--- src/rtl/uart_pkg.sv ---
// rtl/uart_pkg.sv - shared UART types, constants and baud helper
package uart_pkg;

    localparam int UART_DATA_BITS = 8;

    typedef enum logic [2:0] {
        IDLE,
        START,
        DATA,
        STOP,
        BREAK
    } uart_rx_state_t;

    function automatic int clks_per_bit(input int clk_freq, input int baud);
        return clk_freq / baud;
    endfunction

endpackage

--- src/rtl/uart_sync_2ff.sv ---
// rtl/uart_sync_2ff.sv - two-flop synchroniser with parameterised reset value
module uart_sync_2ff #(
    parameter logic RST_VAL = 1'b1
) (
    input  logic clk_i,
    input  logic rst_i,
    input  logic d_i,
    output logic q_o
);

    logic meta_q;
    logic sync_q;

    always_ff @(posedge clk_i or posedge rst_i) begin
        if (rst_i) begin
            meta_q <= RST_VAL;
            sync_q <= RST_VAL;
        end else begin
            meta_q <= d_i;
            sync_q <= meta_q;
        end
    end

    assign q_o = sync_q;

endmodule

--- src/rtl/uart_rx.sv ---
// rtl/uart_rx.sv - 8N1 UART receiver with valid/ready byte output and error pulses
module uart_rx
    import uart_pkg::*;
#(
    parameter int CLK_FREQ = 100_000_000,
    parameter int BAUD     = 115200
) (
    input  logic                      clk_i,
    input  logic                      rst_i,
    input  logic                      rx_i,
    output logic [UART_DATA_BITS-1:0] data_o,
    output logic                      valid_o,
    input  logic                      ready_i,
    output logic                      frame_err_o,
    output logic                      overrun_o
);

    localparam int CPB  = clks_per_bit(CLK_FREQ, BAUD);
    localparam int CW   = $clog2(CPB);
    localparam int HALF = CPB / 2;
    localparam logic [CW-1:0] CNT_BIT_END  = CW'(CPB - 1);
    localparam logic [CW-1:0] CNT_HALF_END = CW'(HALF - 1);

    generate
        if (CPB < 4) begin : g_cpb_check
            $error("uart_rx: CLKS_PER_BIT must be >= 4");
        end
    endgenerate

    logic rx_s;

    uart_sync_2ff #(.RST_VAL(1'b1)) u_sync (
        .clk_i (clk_i),
        .rst_i (rst_i),
        .d_i   (rx_i),
        .q_o   (rx_s)
    );

    uart_rx_state_t            state_q, state_d;
    logic [CW-1:0]             cnt_q, cnt_d;
    logic [2:0]                idx_q, idx_d;
    logic [UART_DATA_BITS-1:0] shift_q, shift_d;
    logic [UART_DATA_BITS-1:0] data_q, data_d;
    logic                      valid_q, valid_d;
    logic                      frame_err_q, frame_err_d;
    logic                      overrun_q, overrun_d;
    logic                      deliver;

    always_comb begin
        state_d     = state_q;
        cnt_d       = cnt_q;
        idx_d       = idx_q;
        shift_d     = shift_q;
        deliver     = 1'b0;
        frame_err_d = 1'b0;
        case (state_q)
            IDLE: begin
                if (!rx_s) begin
                    state_d = START;
                    cnt_d   = '0;
                end
            end
            START: begin
                if (cnt_q == CNT_HALF_END) begin
                    cnt_d = '0;
                    idx_d = '0;
                    // A start bit that is high again at its centre was only a glitch.
                    state_d = rx_s ? IDLE : DATA;
                end else begin
                    cnt_d = cnt_q + 1'b1;
                end
            end
            DATA: begin
                if (cnt_q == CNT_BIT_END) begin
                    shift_d = {rx_s, shift_q[UART_DATA_BITS-1:1]};
                    cnt_d   = '0;
                    idx_d   = idx_q + 1'b1;
                    if (idx_q == 3'd7) begin
                        state_d = STOP;
                    end
                end else begin
                    cnt_d = cnt_q + 1'b1;
                end
            end
            STOP: begin
                if (cnt_q == CNT_BIT_END) begin
                    cnt_d = '0;
                    if (rx_s) begin
                        deliver = 1'b1;
                        state_d = IDLE;
                    end else begin
                        frame_err_d = 1'b1;
                        state_d     = BREAK;
                    end
                end else begin
                    cnt_d = cnt_q + 1'b1;
                end
            end
            BREAK: begin
                if (rx_s) begin
                    state_d = IDLE;
                end
            end
            default: state_d = IDLE;
        endcase
    end

    // Holding register: a new byte may replace the old one only in the cycle it is accepted.
    always_comb begin
        data_d    = data_q;
        valid_d   = valid_q;
        overrun_d = 1'b0;
        if (deliver) begin
            if (!valid_q || ready_i) begin
                data_d  = shift_d;
                valid_d = 1'b1;
            end else begin
                overrun_d = 1'b1;
            end
        end else if (valid_q && ready_i) begin
            valid_d = 1'b0;
        end
    end

    always_ff @(posedge clk_i or posedge rst_i) begin
        if (rst_i) begin
            state_q     <= IDLE;
            cnt_q       <= '0;
            idx_q       <= '0;
            shift_q     <= '0;
            data_q      <= '0;
            valid_q     <= 1'b0;
            frame_err_q <= 1'b0;
            overrun_q   <= 1'b0;
        end else begin
            state_q     <= state_d;
            cnt_q       <= cnt_d;
            idx_q       <= idx_d;
            shift_q     <= shift_d;
            data_q      <= data_d;
            valid_q     <= valid_d;
            frame_err_q <= frame_err_d;
            overrun_q   <= overrun_d;
        end
    end

    assign data_o      = data_q;
    assign valid_o     = valid_q;
    assign frame_err_o = frame_err_q;
    assign overrun_o   = overrun_q;

endmodule

--- config.mk ---
export PLATFORM = sky130hd
export DESIGN_NAME = uart_rx
export DESIGN_NICKNAME = d
export VERILOG_FILES = /design/src/rtl/uart_pkg.sv /design/src/rtl/uart_sync_2ff.sv /design/src/rtl/uart_rx.sv
export SDC_FILE = /design/constraint.sdc
export NUM_CORES = 1
export LEC_CHECK = 0
export CORE_MARGIN = 2
export CORE_UTILIZATION = 51
export DETAILED_ROUTE_END_ITERATION = 10
export PLACE_DENSITY = 0.74
export SYNTH_ARGS = -nofsm -noshare
export SYNTH_HDL_FRONTEND = slang
export SYNTH_SLANG_ARGS = --single-unit
export TNS_END_PERCENT = 10
--- constraint.sdc ---
create_clock -name clk_i -period 1.6 [get_ports clk_i]
set_input_delay 0.16 -clock clk_i [delete_from_list [all_inputs] [get_ports clk_i]]
set_output_delay 0.16 -clock clk_i [all_outputs]
set_load 0.05 [all_outputs]
==> impl_metrics.env, run 1 <==
export IMPL_violations="negative setup slack"
export IMPL_ys_async_sr_fraction_pct=100
export IMPL_synth_distinct_cells=47
export IMPL_io_buffer_count=14
export IMPL_placed_area_sq_um=2200
export IMPL_slew_headroom_pct=73.2
export IMPL_cap_violations=0
export IMPL_grt_overflow=0
export IMPL_cts_buffer_depth=2
export IMPL_cp_arrival_ps=2030
export IMPL_vias=1428
export IMPL_synth_area_leaders="dfrtp_1 (49%), mux2_2 (9.5%), dfstp_2 (3.0%)"
export IMPL_start_kind="register"
export IMPL_period_share_pct=109
export IMPL_clkLatencyLatePin_ps=350
export IMPL_status="finished with violations"
export IMPL_yosys_warnings=0
export IMPL_ys_flop_type="dfrtp_1"
export IMPL_cts_hold_buf=0
export IMPL_dieHeight_um=63
export IMPL_avgViaCountPerCell=5.58
export IMPL_r2r_cells=6
export IMPL_worst_ep_required_time_ps=1880
export IMPL_antenna_found_initial=0
export IMPL_leakagePower_nw=1.21
export IMPL_dp_hpwl_um=2870
export IMPL_rows=21
export IMPL_fin_cells=256
export IMPL_fmax_mhz=573
export IMPL_synth_edf_count=0
export IMPL_syn_nets=165
export IMPL_drt_iter0_drc=73
export IMPL_min_path_type="input port to async pin"
export IMPL_hold_viol_final=0
export IMPL_grt_pass1_wl_um=7040
export IMPL_drtPass1Iterations=4
export IMPL_cts_made_buffers=5
export IMPL_yosys_area_top_type_share_pct=49.3
export IMPL_multi_input_area_sq_um=895
export IMPL_yosysTopAreaCell="dfrtp_1"
export IMPL_h_tree_depth=2
export IMPL_placed_cells=241
export IMPL_die_x_um=63
export IMPL_critPathKind="register to register"
export IMPL_grt_start_max_net_pins=38
export IMPL_path_clk_slew_ps=120
export IMPL_min_period_ps=1740
export IMPL_worstSetupEndpointType="register"
export IMPL_gp_congestion=0.895
export IMPL_grt_pass1_vias=1509
export IMPL_nFillCells=229
export IMPL_drive_gt1_share_pct=44.3
export IMPL_num_io_pins=15
export IMPL_ant_nets=0
export IMPL_finalMaxSlewViolations=0
export IMPL_ir_drop_uv=487
export IMPL_stdcell_area_sq_um=2410
export IMPL_grtUsageTotal_pct=23.2
export IMPL_wl_per_cell_um=16.2
export IMPL_ys_seq_area_share_pct=52.3
export IMPL_drc=0
export IMPL_rrSetupSlack_ps=-140
export IMPL_diodes=0
export IMPL_initial_core_util_pct=53.2
export IMPL_clkSinkCount=37
export IMPL_setup_viol=33
export IMPL_die_area_sq_um=3970
export IMPL_nets=217
export IMPL_area_growth_pct=35.9
export IMPL_syn_area_sq_um=1780
export IMPL_syn_avg_cell_area_sq_um=11.3
export IMPL_cts_root_buf="clkbuf_4"
export IMPL_power_density_nw_per_um2=680
export IMPL_routed_wl_um=4150
export IMPL_grt_setup_unrepaired="true"
export IMPL_core_sq_um=3340
export IMPL_synthCells=157
export IMPL_register_area_sq_um=928
export IMPL_synth_seq_cells=37
export IMPL_worstMarginPinSlew_ps=401
export IMPL_fin_ws_ps=-145
export IMPL_fin_worst_skew_ps=6.61
export IMPL_cp_max_fo=6
export IMPL_cts_tree="yes"
==> cell usage in the layout, fill, tap and decap left out, types with 2 or more instances in the layout <==
cell type         n
buf_4            44
dfrtp_1          35
nand2_1          14
nor2_1            9
mux2_2            8
mux2_4            8
inv_1             6
a21oi_1           5
o21ai_1           5
clkbuf_4          5
o21ai_0           4
a21o_1            3
nand2b_1          3
o211ai_1          3
nand3_1           3
clkdlybuf4s50_1   3
or3_1             2
a32o_1            2
nor3_2            2
a22oi_1           2
nor3_1            2
ha_1              2
buf_6             2
buf_12            2
dfstp_2           2
==> synthesized netlist by cell type, types with 2 or more instances <==
master    count
buf_2         3
nand2_1      14
o21ai_1       3
nand2b_1      3
and3_1        2
a21oi_1       5
nor2_1        9
mux2_2       15
o21ai_0       7
o211ai_1      3
clkbuf_1      2
nand3_1       3
inv_1         7
or3_1         2
nor3_1        3
a32o_1        2
a21o_1        3
dfstp_2       2
nor3b_2       2
ha_1          4
dfrtp_1      35
o22ai_1       2
a22oi_1       2
==> sequential cells by signal, indices dropped and copies added, names as in the netlist <==
signal	count
cnt_q	10
data_o	8
frame_err_o	1
idx_q	3
overrun_o	1
shift_q	8
state_q	3
u_sync.meta_q	1
u_sync.q_o	1
valid_o	1
==> stage by stage <==
stage	utilization, %	total power [mW]	worst slack [ps]	setup TNS, ps	hold WS [ps]
final	72.3	1.64	-145	-2520	148
after global routing	72.3	1.71	-220	-4630	186
after CTS	71.7	1.66	-128	-2450	154
after detailed placement	66.0	0.998	-256	-4460	347
after global placement	66.0	0.997	-152	-2480	346
after floorplan	-	0.976	-81.0	-1000	164
==> final timing paths <==
kind,start,endpoint
setup / recovery,cnt_q[1],state_q[0]
hold / removal,rst_i,shift_q[0]
setup reg to reg,cnt_q[1],state_q[0]
hold reg to reg,u_sync.meta_q,u_sync.q_o
max in group asynchronous,rst_i,u_sync.meta_q
min in group clk_i,rx_i,u_sync.meta_q
==> logic make-up (layout without fill, tap and decap cells) <==
group                    Yosys count  after routing  share of synthesized area, %
AO/OA/AOI/OAI                     34             34                          13.3
XOR/XNOR                           1              1                         0.493
adder cells (fa/ha/maj)            4              4                          2.82
buffers and inverters             13             66                          3.38
flip-flops                        37             37                          52.3
multiplexers                      16             16                          10.1
AND/OR/NAND/NOR                   52             52                          17.5
==> critical path, stage by stage (launching register included) <==
cell and delay, ps:
dfrtp_1 420, ha_2 200, and4bb_2 250, a31oi_1 90, buf_4 170, or4_1 460
o21ai_1 80
==> where the power goes <==
part / total, mW / switching (mW) / internal (mW)
clock: 0.661 / 0.331 / 0.331
combinational: 0.0386 / 0.0242 / 0.0145
sequential: 0.941 / 0.00135 / 0.939
total: 1.64 / 0.356 / 1.28
==> what timing repair did <==
action | in CTS | in global routing
resized for setup | 16 | 4
cloned | 0 | 0
buffers inserted | 7 | 0
pin swaps | 8 | 1
endpoints found under the setup margin | 33 | 33
==> area by class of cell <==
cell class | instances | share of cell area, %
clock buffer | 5 | 1.56
tap | 46 | 2.38
clock inverter | 3 | 1.92
sequential | 37 | 38.5
multi-input combinational | 107 | 37.1
timing repair buffer | 51 | 17.5
inverter | 7 | 1.09
==> metal layers <==
| layer | vias up | GRT usage [%] | wire length, um |
|---|---|---|---|
| met5 | - | 0 | 0 |
| met4 | 0 | 10.0 | 104 |
| met3 | 10 | 4.50 | 153 |
| met2 | 37 | 41.1 | 2170 |
| met1 | 712 | 27.2 | 1720 |
| li1 | 669 | - | - |
Note: power is estimated with default switching activity, not from simulation.
==> run 2, diff against run 1 <==
Settings changed: SETUP_SLACK_MARGIN set to 0.02.
==> results of run 2 <==
The final DEF is identical to that of run 1; final timing and power are the same.
